==> src/rtl/mem_arb_pkg.sv <==
// Shared types and constants for the I/D cache memory bus arbiter.
package mem_arb_pkg;

    localparam int unsigned LINE_BEATS_DEF = 8;
    localparam int unsigned OP_BIT         = 12;

    // Tag op-bit value that marks a write transaction.
    localparam logic OP_WRITE = 1'b1;

    typedef enum logic [1:0] {
        IDLE  = 2'd0,
        ADDR  = 2'd1,
        WDATA = 2'd2,
        RDATA = 2'd3
    } arb_state_e;

    typedef enum logic {
        REQ_I = 1'b0,
        REQ_D = 1'b1
    } req_id_e;

endpackage

==> src/rtl/arb_rr_picker.sv <==
// Two-way combinational grant picker.
//   req   : {d_req, i_req} request lines (bit index = req_id_e value)
//   last  : requester that owned the bus most recently
//   rr_en : 1 = round-robin on contention, 0 = fixed priority (D beats I)
//   grant : selected requester (only meaningful when req != 0)
module arb_rr_picker
    import mem_arb_pkg::*;
(
    input  logic [1:0] req,
    input  req_id_e    last,
    input  logic       rr_en,
    output req_id_e    grant
);

    // On contention round-robin picks whoever did not go last; otherwise D wins.
    always_comb begin
        grant = REQ_D;
        if (req[1] && req[0]) begin
            grant = (rr_en && (last == REQ_D)) ? REQ_I : REQ_D;
        end else if (req[0]) begin
            grant = REQ_I;
        end
    end

endmodule

==> src/rtl/mem_bus_arbiter.sv <==
// Shares the DRAM-side memory bus between the instruction cache (i_*) and the
// data cache (d_*). One requester owns the bus for a whole line transaction:
// read = address beat + LINE_BEATS response beats, write = address beat +
// LINE_BEATS data beats. Unsolicited responses arriving while idle go to d_*.
//   clk, reset (async, active-low)
//   i_*/d_*  : cache-side request (reqcyc/reqack/req/reqtag) and
//              response (respcyc/respack/resp/resptag) channels
//   m_bus_*  : memory-side request and response channels
// Build option: define MEMARB_RR_EN for round-robin arbitration (default is
// fixed priority, data cache first).
module mem_bus_arbiter
    import mem_arb_pkg::*;
#(
    parameter int unsigned BUS_DATA_WIDTH = 64,
    parameter int unsigned BUS_TAG_WIDTH  = 13,
    parameter int unsigned LINE_BEATS     = LINE_BEATS_DEF
) (
    input  logic                      clk,
    input  logic                      reset,

    input  logic                      i_reqcyc,
    output logic                      i_reqack,
    input  logic [BUS_DATA_WIDTH-1:0] i_req,
    input  logic [BUS_TAG_WIDTH-1:0]  i_reqtag,
    output logic                      i_respcyc,
    input  logic                      i_respack,
    output logic [BUS_DATA_WIDTH-1:0] i_resp,
    output logic [BUS_TAG_WIDTH-1:0]  i_resptag,

    input  logic                      d_reqcyc,
    output logic                      d_reqack,
    input  logic [BUS_DATA_WIDTH-1:0] d_req,
    input  logic [BUS_TAG_WIDTH-1:0]  d_reqtag,
    output logic                      d_respcyc,
    input  logic                      d_respack,
    output logic [BUS_DATA_WIDTH-1:0] d_resp,
    output logic [BUS_TAG_WIDTH-1:0]  d_resptag,

    output logic                      m_bus_reqcyc,
    input  logic                      m_bus_reqack,
    output logic [BUS_DATA_WIDTH-1:0] m_bus_req,
    output logic [BUS_TAG_WIDTH-1:0]  m_bus_reqtag,
    input  logic                      m_bus_respcyc,
    output logic                      m_bus_respack,
    input  logic [BUS_DATA_WIDTH-1:0] m_bus_resp,
    input  logic [BUS_TAG_WIDTH-1:0]  m_bus_resptag
);

    localparam int unsigned CNT_W = (LINE_BEATS > 1) ? $clog2(LINE_BEATS) : 1;
    localparam logic [CNT_W-1:0] LAST_BEAT = CNT_W'(LINE_BEATS - 1);

`ifdef MEMARB_RR_EN
    localparam logic RR_EN = 1'b1;
`else
    localparam logic RR_EN = 1'b0;
`endif

    arb_state_e       state_q, state_d;
    req_id_e          owner_q, owner_d;
    req_id_e          rr_last_q, rr_last_d;
    logic             op_q, op_d;
    logic [CNT_W-1:0] cnt_q, cnt_d;

    req_id_e          winner;

    logic                      own_reqcyc;
    logic [BUS_DATA_WIDTH-1:0] own_req;
    logic [BUS_TAG_WIDTH-1:0]  own_reqtag;
    logic                      own_respack;
    logic [BUS_TAG_WIDTH-1:0]  win_reqtag;
    logic                      req_fire;
    logic                      resp_fire;

    arb_rr_picker u_picker (
        .req   ({d_reqcyc, i_reqcyc}),
        .last  (rr_last_q),
        .rr_en (RR_EN),
        .grant (winner)
    );

    // Owner-side request/response selection.
    assign own_reqcyc  = (owner_q == REQ_D) ? d_reqcyc  : i_reqcyc;
    assign own_req     = (owner_q == REQ_D) ? d_req     : i_req;
    assign own_reqtag  = (owner_q == REQ_D) ? d_reqtag  : i_reqtag;
    assign own_respack = (owner_q == REQ_D) ? d_respack : i_respack;
    assign win_reqtag  = (winner  == REQ_D) ? d_reqtag  : i_reqtag;

    assign req_fire  = own_reqcyc & m_bus_reqack;
    assign resp_fire = m_bus_respcyc & own_respack;

    // State registers.
    always_ff @(posedge clk or negedge reset) begin
        if (!reset) begin
            state_q   <= IDLE;
            owner_q   <= REQ_D;
            rr_last_q <= REQ_I;
            op_q      <= 1'b0;
            cnt_q     <= '0;
        end else begin
            state_q   <= state_d;
            owner_q   <= owner_d;
            rr_last_q <= rr_last_d;
            op_q      <= op_d;
            cnt_q     <= cnt_d;
        end
    end

    // Next-state logic: grant in IDLE, then track beats until the line is done.
    always_comb begin
        state_d   = state_q;
        owner_d   = owner_q;
        rr_last_d = rr_last_q;
        op_d      = op_q;
        cnt_d     = cnt_q;
        unique case (state_q)
            IDLE: begin
                // An unsolicited response occupies the cycle; arbitration waits.
                if (!m_bus_respcyc && (i_reqcyc || d_reqcyc)) begin
                    owner_d = winner;
                    op_d    = win_reqtag[OP_BIT];
                    cnt_d   = '0;
                    state_d = ADDR;
                end
            end
            ADDR: begin
                if (req_fire) begin
                    cnt_d   = '0;
                    state_d = (op_q == OP_WRITE) ? WDATA : RDATA;
                end
            end
            WDATA: begin
                if (req_fire) begin
                    if (cnt_q == LAST_BEAT) begin
                        cnt_d     = '0;
                        rr_last_d = owner_q;
                        state_d   = IDLE;
                    end else begin
                        cnt_d = cnt_q + CNT_W'(1);
                    end
                end
            end
            RDATA: begin
                if (resp_fire) begin
                    if (cnt_q == LAST_BEAT) begin
                        cnt_d     = '0;
                        rr_last_d = owner_q;
                        state_d   = IDLE;
                    end else begin
                        cnt_d = cnt_q + CNT_W'(1);
                    end
                end
            end
            default: state_d = IDLE;
        endcase
    end

    // Output forwarding from registered state; everything quiet while in reset.
    always_comb begin
        i_reqack      = 1'b0;
        d_reqack      = 1'b0;
        i_respcyc     = 1'b0;
        d_respcyc     = 1'b0;
        i_resp        = '0;
        d_resp        = '0;
        i_resptag     = '0;
        d_resptag     = '0;
        m_bus_reqcyc  = 1'b0;
        m_bus_req     = '0;
        m_bus_reqtag  = '0;
        m_bus_respack = 1'b0;
        if (reset) begin
            unique case (state_q)
                IDLE: begin
                    if (m_bus_respcyc) begin
                        d_respcyc     = 1'b1;
                        d_resp        = m_bus_resp;
                        d_resptag     = m_bus_resptag;
                        m_bus_respack = d_respack;
                    end
                end
                ADDR, WDATA: begin
                    m_bus_reqcyc = own_reqcyc;
                    m_bus_req    = own_req;
                    m_bus_reqtag = own_reqtag;
                    if (owner_q == REQ_D) d_reqack = m_bus_reqack;
                    else                  i_reqack = m_bus_reqack;
                end
                RDATA: begin
                    m_bus_respack = own_respack;
                    if (owner_q == REQ_D) begin
                        d_respcyc = m_bus_respcyc;
                        d_resp    = m_bus_resp;
                        d_resptag = m_bus_resptag;
                    end else begin
                        i_respcyc = m_bus_respcyc;
                        i_resp    = m_bus_resp;
                        i_resptag = m_bus_resptag;
                    end
                end
                default: ;
            endcase
        end
    end

endmodule

==> config.mk <==
export PLATFORM = sky130hd
export DESIGN_NAME = mem_bus_arbiter
export DESIGN_NICKNAME = d
export VERILOG_FILES = /design/src/rtl/mem_arb_pkg.sv /design/src/rtl/arb_rr_picker.sv /design/src/rtl/mem_bus_arbiter.sv
export SDC_FILE = /design/constraint.sdc
export NUM_CORES = 1
export LEC_CHECK = 0
export CAP_MARGIN = 30
export CORE_AREA = 2 2 185 187
export DETAILED_ROUTE_END_ITERATION = 6
export DIE_AREA = 0 0 187 189
export GPL_TIMING_DRIVEN = 0
export HOLD_SLACK_MARGIN = 0.06
export PLACE_DENSITY = 0.45
export SYNTH_ARGS = -nofsm -noshare
export SYNTH_HDL_FRONTEND = slang
export SYNTH_SLANG_ARGS = --single-unit
export TNS_END_PERCENT = 30
==> constraint.sdc <==
create_clock -name clk -period 2.6 [get_ports clk]
set_input_delay 0.39 -clock clk [delete_from_list [all_inputs] [get_ports clk]]
set_output_delay 0.39 -clock clk [all_outputs]
set_load 0.005 [all_outputs]
# Yosys cells after proc, flatten, opt, wreduce, memory -nomap -nowiden
# Index checks and enable logic that the tools add are counted.
# word_totals
register_bits	7
input_bits	239
output_inout_bits	237
elab_cells	79
# op_classes
addsub	1
n_eq_ne	8
muxes	56
bitwise_logic	2
reduce_logical	8
# op_table
operator	count
2-to-1 mux 64 bit	9
2-to-1 mux 13 bit	10
case mux 64 bit (2 select lines)	1
case mux 13 bit (2 select lines)	1
2-to-1 mux 1 bit	21
2-to-1 mux 3 bit	5
case mux 3 bit (4 select lines)	1
2-to-1 mux 2 bit	5
!= test 2 bit, second input constant	4
case mux 2 bit (4 select lines)	1
== test 2 bit, second input constant	2
case mux 1 bit (2 select lines)	2
AND reduction 4 bit	1
adder 3 x 1 -> 3 bit, second input constant	1
== test 3 bit, second input constant	1
AND 1 bit	2
== test 2 x 1 -> 1 bit, second input constant	1
logical AND 1 bit	2
zero test 2 bit	1
AND reduction 2 bit	1
OR reduction 2 bit	1
zero test 1 bit	1
logical OR 1 bit	1

# Longest topological paths before layout
# Gate-level depths: netlist of run 1.
# logic_depth
word_depth	4
mapped_depth	7
depth_no_buf	6

# Cells and area by module
# From an unflattened synthesis of run 1, not the netlist that was laid out.
# hier_totals
hier_cells	418
hier_area_um2	2870.3
# modules_own_cells
mod	instances	cells_each	area_each_um2	seq_area_each_um2
mem_bus_arbiter	1	416	2856.5	201.4
arb_rr_picker	1	2	13.8	0.0

# Least setup slack after synthesis of run 1
# OpenSTA, ideal clock, no wires.
# synth_path
kind	flip-flop to output port
start	register state_q[0]
end	output d_resp[34]
t_arrival_ns	1.737
required_time_ns	2.210
slack_ns	0.473
stages_incl_launch_ff	8
path_cell_list	dfrtp_1 -> inv_1 -> ha_1 -> nand2b_1 -> nor2_1 -> clkbuf_1 -> clkbuf_1 -> and2_1
# synth_via
elab_chain_len	3
word_cells_on_any_way	4
# synth_lines
element	line_no	rtl
start, declared	mem_bus_arbiter.sv:58	arb_state_e state_q, state_d;
start signal, assigned	mem_bus_arbiter.sv:100	state_q <= state_d;
== test 2 bit / zero test 2 bit (equally long branches)	mem_bus_arbiter.sv:172	unique case (state_q)
case mux 64 bit (2 select lines) (*)	mem_bus_arbiter.sv:172	
2-to-1 mux 64 bit (*)	mem_bus_arbiter.sv:171	if (reset) begin
end, declared	mem_bus_arbiter.sv:36	output logic [BUS_DATA_WIDTH-1:0] d_resp,
# Mark *: on every way between the ends. The rest lies on a longest branch, timed or not.

# Final worst setup path of run 1
# layout_path
start	register state_q[1]
end	output m_bus_reqtag[11]
# layout_via
elab_chain_len	4
word_cells_on_any_way	5
# layout_lines
element	line_no	rtl
== test 2 bit / == test 2 x 1 -> 1 bit (equally long branches)	mem_bus_arbiter.sv:172	
OR reduction 2 bit (*)	mem_bus_arbiter.sv:172	
2-to-1 mux 13 bit (*)	mem_bus_arbiter.sv:172	
2-to-1 mux 13 bit (*)	mem_bus_arbiter.sv:171	
end, declared	mem_bus_arbiter.sv:42	output logic [BUS_TAG_WIDTH-1:0] m_bus_reqtag,
# Marks and branches as above.

==> flow_summary.json, run 1 <==
{
  "status": "finished, violations left",
  "violations": "setup timing",
  "critical_path_class": "flip-flop to output port",
  "wl_per_cell_um": 19.5,
  "yosysSeqAreaShare": 0.0731,
  "hold_viol": 0,
  "netSwitchingFraction": 0.401,
  "via_per_inst": 3.51,
  "final_layout_size_suffix_gt1_frac": 0.103,
  "worstPathArrival_ns": 2.28,
  "port_buffers": 475,
  "antenna_cells": 0,
  "final_common_cell": "clkdlybuf4s50_1",
  "p_switching_mw": 1.89,
  "power_mw": 4.72,
  "fill_cells": 3712,
  "crit_cells": 10,
  "start_util": 0.0726,
  "crit_chain": "inv_2, ha_4, nand2_1, nor2_4, buf_12, buf_12, buf_8, buf_4, a22o_1, dlygate4sd2_1",
  "h-tree-depth": 1,
  "dieArea_um2": 35300,
  "period_share": 1.03,
  "max-slew-margin-rel": 0.672,
  "antenna_found_initial": 0,
  "slowest_stage": "dfrtp_1",
  "clk_latency_ns": 0.23,
  "num_vias": 4510,
  "clock_sinks": 7,
  "path_max_fanout": 7,
  "rr_worst_depth": 5,
  "setup_ws_ns": -0.0718,
  "grt-ovfl-total": 0,
  "max_stage_delay_ns": 0.40,
  "syn_area_um2": 2410,
  "comb_power_share": 0.899,
  "num_rows": 67,
  "r2r-end": "cnt_q[1]",
  "cp-startpoint": "state_q[1]",
  "tns_ns": -1.36,
  "cts_buffers": 3,
  "cp.required_ns": 2.21,
  "fin_crit_ns": 2.67,
  "fmax_mhz": 374,
  "pwr_density_cell_nw_per_um2": 559,
  "holdCritPathClass": "primary input to async pin",
  "ys_async_sr_fraction": 1.00,
  "grt_pass1_vias": 4718,
  "ant_nets": 0,
  "area.sequential_um2": 176,
  "cts-root-buf": "clkbuf_16",
  "ios": 476,
  "gp_congestion": 0.809,
  "area_growth_pct": 250,
  "endpoint_kind": "output port",
  "die_h_um": 189,
  "clockPowerShare": 0.057,
  "totalWireLength_um": 25000,
  "cts.clk_slew.worst_paths_ns": 0.04,
  "cts_tree": "built",
  "crit_path_end": "m_bus_reqtag[11]",
  "ff2ff_setup_slack_ns": 0.67,
  "synth_seq_cells": 7,
  "track_usage": 0.130,
  "cp_top_family": "buffers and inverters",
  "grt_max_degree": 12,
  "dp_hpwl_um": 22700,
  "rsz0062_at_grt": "yes",
  "drc": 0,
  "crit_top_cell": "buf_12",
  "cts_buffer_depth": 2,
  "design_area_um2": 8440,
  "postCtsHoldBufs": 0,
  "finalSetupViolCount": 29,
  "die_x_um": 187,
  "cp_num_buf_inv": 6,
  "grt_pass1_wl_um": 33800,
  "maxCapViolations": 0,
  "pwr-share-seq": 0.044,
  "drt_pass1_iterations": 4,
  "p_int_mw": 2.82,
  "yosys_warnings": 0,
  "p_leak_nw": 4.62,
  "dpl_cell_area_um2": 7730,
  "syn_avg_cell_area_um2": 7.19,
  "drv_slew": 0,
  "ys_types": 30,
  "layout_common_cells": "clkdlybuf4s50_1, and2_1, a22o_1, dlymetal6s2s_1, dlygate4sd2_1",
  "tightest_slew_ns": 0.487,
  "nets": 1086,
  "multi_input_area_um2": 2150,
  "netlist_instances": 336,
  "synthFlopType": "dfrtp_1",
  "r2r_start": "owner_q",
  "synth_edf_count": 0,
  "start_kind": "flip-flop",
  "core_area_um2": 33300,
  "drt_iter0_markers": 57,
  "final_util": 0.254,
  "peakVddDrop_v": 0.000306,
  "synthesis.nets": 583,
  "fin_skew_ns": 0.00115
}
## worst min-delay path by stage
stage / to / depth (start not counted) / slack [ns]
final: cnt_q[1] / 1 / 0.13
after global routing: op_q / 1 / 0.15
after CTS: cnt_q[1] / 1 / 0.14
after detailed placement: cnt_q[2] / 2 / 0.50
after global placement: cnt_q[2] / 2 / 0.49
after floorplan: cnt_q[0] / 0 / 0.09
## state kept, by name (all words and copies together) (netlist names)
| signal | count |
|---|---|
| owner_q | 1 |
| cnt_q | 3 |
| op_q | 1 |
| state_q | 2 |
## Yosys cell counts, drive strengths merged (4+ instances only)
| cell | number | area, um^2 |
|---|---|---|
| clkbuf | 27 | 101 |
| buf | 7 | 32.5 |
| a22o | 78 | 683 |
| a21oi | 5 | 25.0 |
| and2 | 156 | 976 |
| ha | 8 | 100 |
| mux2 | 4 | 56.3 |
| inv | 5 | 18.8 |
| nand2 | 5 | 18.8 |
| nor2 | 12 | 47.6 |
| dfrtp | 6 | 150 |
## cell families (layout without fill, tap and decap cells)
logic type	after synthesis	after routing	share of synthesized area
AND/OR/NAND/NOR	183	183	0.459
AO/OA/AOI/OAI	93	93	0.332
buffers and inverters	39	541	0.0632
adder cells (fa/ha/maj)	8	8	0.0415
flip-flops	7	7	0.0731
multiplexers	6	6	0.0316
## power by group through the flow
stage | Combinational, mW | Clock, mW | Sequential (mW)
2_1_floorplan | 1.52 | 0 | 0.192
3_3_place_gp | 4.00 | 0 | 0.200
3_5_place_dp | 4.00 | 0 | 0.202
4_1_cts | 4.27 | 0.268 | 0.208
5_1_grt | 4.56 | 0.275 | 0.218
6_report | 4.24 | 0.266 | 0.208
## layout make-up
cell class | count | area share
inverter | 5 | 0.00222
sequential | 7 | 0.0209
clock buffer | 4 | 0.00934
buffer | 32 | 0.0412
timing repair buffer | 500 | 0.605
multi-input combinational | 290 | 0.255
tap | 448 | 0.0664
## worst register-to-register path: stages (launching register included)
cell and delay [ns]:
dfstp_2 0.56, buf_4 0.16, mux2_4 0.32, a221oi_4 0.36
nor2_2 0.11, mux2_4 0.30
## through the flow
step | worst slack (ns) | cells | hold slack, ns
finish | -0.0718 | 1286 | 0.130
floorplan | 0.473 | 336 | 0.0944
CTS | -0.105 | 1274 | 0.143
global route | -0.155 | 1286 | 0.151
global placement | -1.77 | 1259 | 0.490
detailed placement | -1.74 | 1259 | 0.503
## metal layers
layer	wire, um	vias up	GRT usage
met5	0	-	0
met4	220	0	0.0177
met3	1830	12	0.0319
met2	12900	302	0.251
met1	10100	2017	0.147
li1	-	2179	-
## what timing repair did
| item | 4_1_cts | 5_1_grt |
|---|---|---|
| buffers inserted | 12 | 10 |
| cloned | 1 | 2 |
| resized for setup | 157 | 93 |
| endpoints found under the setup margin | 235 | 181 |
| pin swaps | 6 | 5 |
No activity file was read; power rests on OpenSTA's default activity.
==> run 2, diff against run 1 <==
CORE_AREA = 2 2 187 189   (was 2 2 185 187)
DIE_AREA = 0 0 189 191   (was 0 0 187 189)
RECOVER_POWER = 25   (was unset)
SYNTH_HIERARCHICAL = 1   (was unset)
==> run 2 against run 1 <==
  * The flow still finishes with violations (setup timing)
  * Combinational power up 3%
  * Global-route usage down 2.1 points
  * Maximum frequency up 1.5%
  * Total power up 3.0%
  * Clock-buffer cell count unchanged
  * Clock skew up 0.0022 ns
  * Setup slack better by 0.039 ns
  * Sequential power up 5%
  * Synthesized cell count up 24%
  * Via count up 5.6%
  * Worst hold slack better by 0.25 ns
  * Critical path type unchanged
==> flow_summary.json, run 2 <==
{
  "layout_common_cells": "clkdlybuf4s50_1, and2_1, mux2i_1, nor2_1, dlymetal6s2s_1",
  "cts_buffers": 3,
  "dp.cells": 1348,
  "hold_viol": 0,
  "grt_pass1_vias": 4758,
  "period_share": 1.01,
  "rr_worst_depth": 7,
  "finalSetupViolCount": 6,
  "fmax_mhz": 380,
  "grt-ovfl-total": 0,
  "dieArea_um2": 36100,
  "die_x_um": 189,
  "ys_async_sr_fraction": 1.00,
  "endpoint_kind": "output port",
  "track_usage": 0.109,
  "rsz0062_at_grt": "yes",
  "port_buffers": 475,
  "max_flop_register": "cnt_q",
  "netlist_instances": 418,
  "grt_pass1_wl_um": 30100,
  "fin_crit_ns": 2.63,
  "synth-xor-area-share": 0,
  "comb_power_share": 0.900,
  "multi_input_area_um2": 2560,
  "core_area_um2": 34100,
  "synth_common_cells": "and2_1, mux2i_1, nor2_1, clkbuf_1, buf_2",
  "dp_hpwl_um": 18500,
  "critical_path_class": "flip-flop to output port",
  "synthFlopType": "dfrtp_1",
  "crit_cells": 11,
  "synth_edf_count": 0,
  "synth_fa_ha_area_frac": 0.0305,
  "synth_top_family_by_area": "simple AND/OR/NAND/NOR gates",
  "ys_types": 35,
  "holdCritPathClass": "primary input to async pin",
  "post-place-ws_ns": -0.988,
  "h-tree-depth": 1,
  "slowest_stage": "dfrtp_1",
  "final_cell_count_no_fill": 1375,
  "yosysMostFrequentCell": "and2_1",
  "grt_max_degree": 11,
  "num_vias": 4761,
  "synth_top_area_share": 0.340,
  "final_common_cell": "clkdlybuf4s50_1",
  "ant_nets": 0,
  "final_util": 0.258,
  "top_usage_layer": "met2",
  "area_growth_pct": 206,
  "clock_sinks": 8,
  "reg.largest.list": "cnt_q x3, state_q x2",
  "syn_area_um2": 2870,
  "pwr_density_cell_nw_per_um2": 553,
  "yosysSeqAreaShare": 0.0702,
  "status": "finished, violations left",
  "worstPathArrival_ns": 2.24,
  "cp.required_ns": 2.21,
  "p_leak_nw": 4.65,
  "cts.clk_slew.worst_paths_ns": 0.04,
  "power_mw": 4.86,
  "clk_latency_ns": 0.23,
  "nets": 1164,
  "crit_chain": "ha_1, buf_4, nand2_4, a21oi_4, buf_12, buf_12, buf_4, buf_6, buf_4, and2_1, dlygate4sd2_1",
  "yosysTopAreaCell": "and2_1",
  "final_layout_size_suffix_gt1_frac": 0.0883,
  "dpl_cell_area_um2": 8190,
  "cp_top_family": "buffers and inverters",
  "cts-root-buf": "clkbuf_16",
  "drv_slew": 0,
  "synthMuxAreaShare": 0.313,
  "synthTopCellsByArea": "and2_1, mux2i_1, nor2_1",
  "netSwitchingFraction": 0.397,
  "p_switching_mw": 1.93,
  "peakVddDrop_v": 0.000316,
  "maxCapViolations": 0,
  "num_rows": 68,
  "drt_iter0_markers": 77,
  "synth_seq_cells": 8,
  "fin_skew_ns": 0.00333,
  "synth_compound_area_frac": 0.0336,
  "yosys_warnings": 6,
  "drc": 0,
  "die_h_um": 191,
  "cts_tree": "built",
  "antenna_found_initial": 5,
  "syn_avg_cell_area_um2": 6.87,
  "largest_register_ffs": 3,
  "cp_num_buf_inv": 7,
  "wl_per_cell_um": 15.8,
  "fill_cells": 3731,
  "max_stage_delay_ns": 0.40,
  "met3_usage": 0.0204,
  "drt_pass1_iterations": 4,
  "design_area_um2": 8790,
  "crit_top_cell": "buf_4",
  "totalWireLength_um": 21700,
  "grtUsageMet1": 0.115,
  "synthesis.nets": 664,
  "area.sequential_um2": 201,
  "pwr-share-seq": 0.045,
  "p_int_mw": 2.93,
  "start_util": 0.0841,
  "violations": "setup timing",
  "grtUsageMet2": 0.219,
  "cts_buffer_depth": 2,
  "clockPowerShare": 0.056,
  "path_max_fanout": 10,
  "ios": 476,
  "setup_ws_ns": -0.0332,
  "gp_congestion": 0.781,
  "start_kind": "flip-flop",
  "synthSimpleGateAreaFrac": 0.489,
  "via_per_inst": 3.46
}
run 2: final cells by class:
| type | count | area share |
|---|---|---|
| Antenna cell | 3 | 0.000854 |
| Inverter | 7 | 0.00299 |
| Tap cell | 455 | 0.0648 |
| Buffer | 32 | 0.0319 |
| Sequential cell | 8 | 0.0229 |
| Clock buffer | 4 | 0.00897 |
| Timing Repair Buffer | 498 | 0.576 |
| Multi-Input combinational cell | 368 | 0.292 |
run 2: kinds of logic after synthesis:
family / count (synthesis)
AO/OA/AOI/OAI: 14
flip-flops: 8
AND/OR/NAND/NOR: 259
buffers and inverters: 42
multiplexers: 87
adder cells (fa/ha/maj): 7
other: 1
run 2: layer usage:
metal | share of wire | wire length (um)
met5 | 0.00051 | 11
met3 | 0.070 | 1510
met4 | 0.010 | 221
met2 | 0.55 | 12000
met1 | 0.37 | 7940
run 2: final timing paths:
| kind | startpoint | endpoint | slack [ns] |
|---|---|---|---|
| max in group asynchronous | reset | state_q[0] | 1.40 |
| min reg2reg | op_q | op_q | 0.48 |
| min | reset | owner_q | 0.38 |
| max reg2reg | state_q[0] | state_q[1] | 0.65 |
| max | state_q[0] | d_resp[52] | -0.03 |
| min in group clk | op_q | op_q | 0.48 |
run 2: power by group through the flow:
stage	Combinational [mW]	Clock, mW	Sequential, mW
global route	4.73	0.283	0.222
detailed placement	4.00	0	0.216
finish	4.37	0.269	0.218
CTS	4.32	0.275	0.219
floorplan	1.78	0	0.206
global placement	4.04	0	0.215
run 2: what timing repair did:
item,4_1_cts,5_1_grt
gates cloned,4,1
resized for setup,87,92
buffers inserted,9,8
setup endpoints to repair,236,195
hold endpoints to repair,7,0
pin swaps,1,1
hold buffers,1,0
run 2: through the flow:
stage	setup TNS, ns	hold slack [ns]
4_1_cts	-6.91	0.198
3_5_place_dp	-157.81	0.471
6_report	-0.132	0.380
5_1_grt	-0.805	0.393
2_1_floorplan	0	0.0944
3_3_place_gp	-157.46	0.469
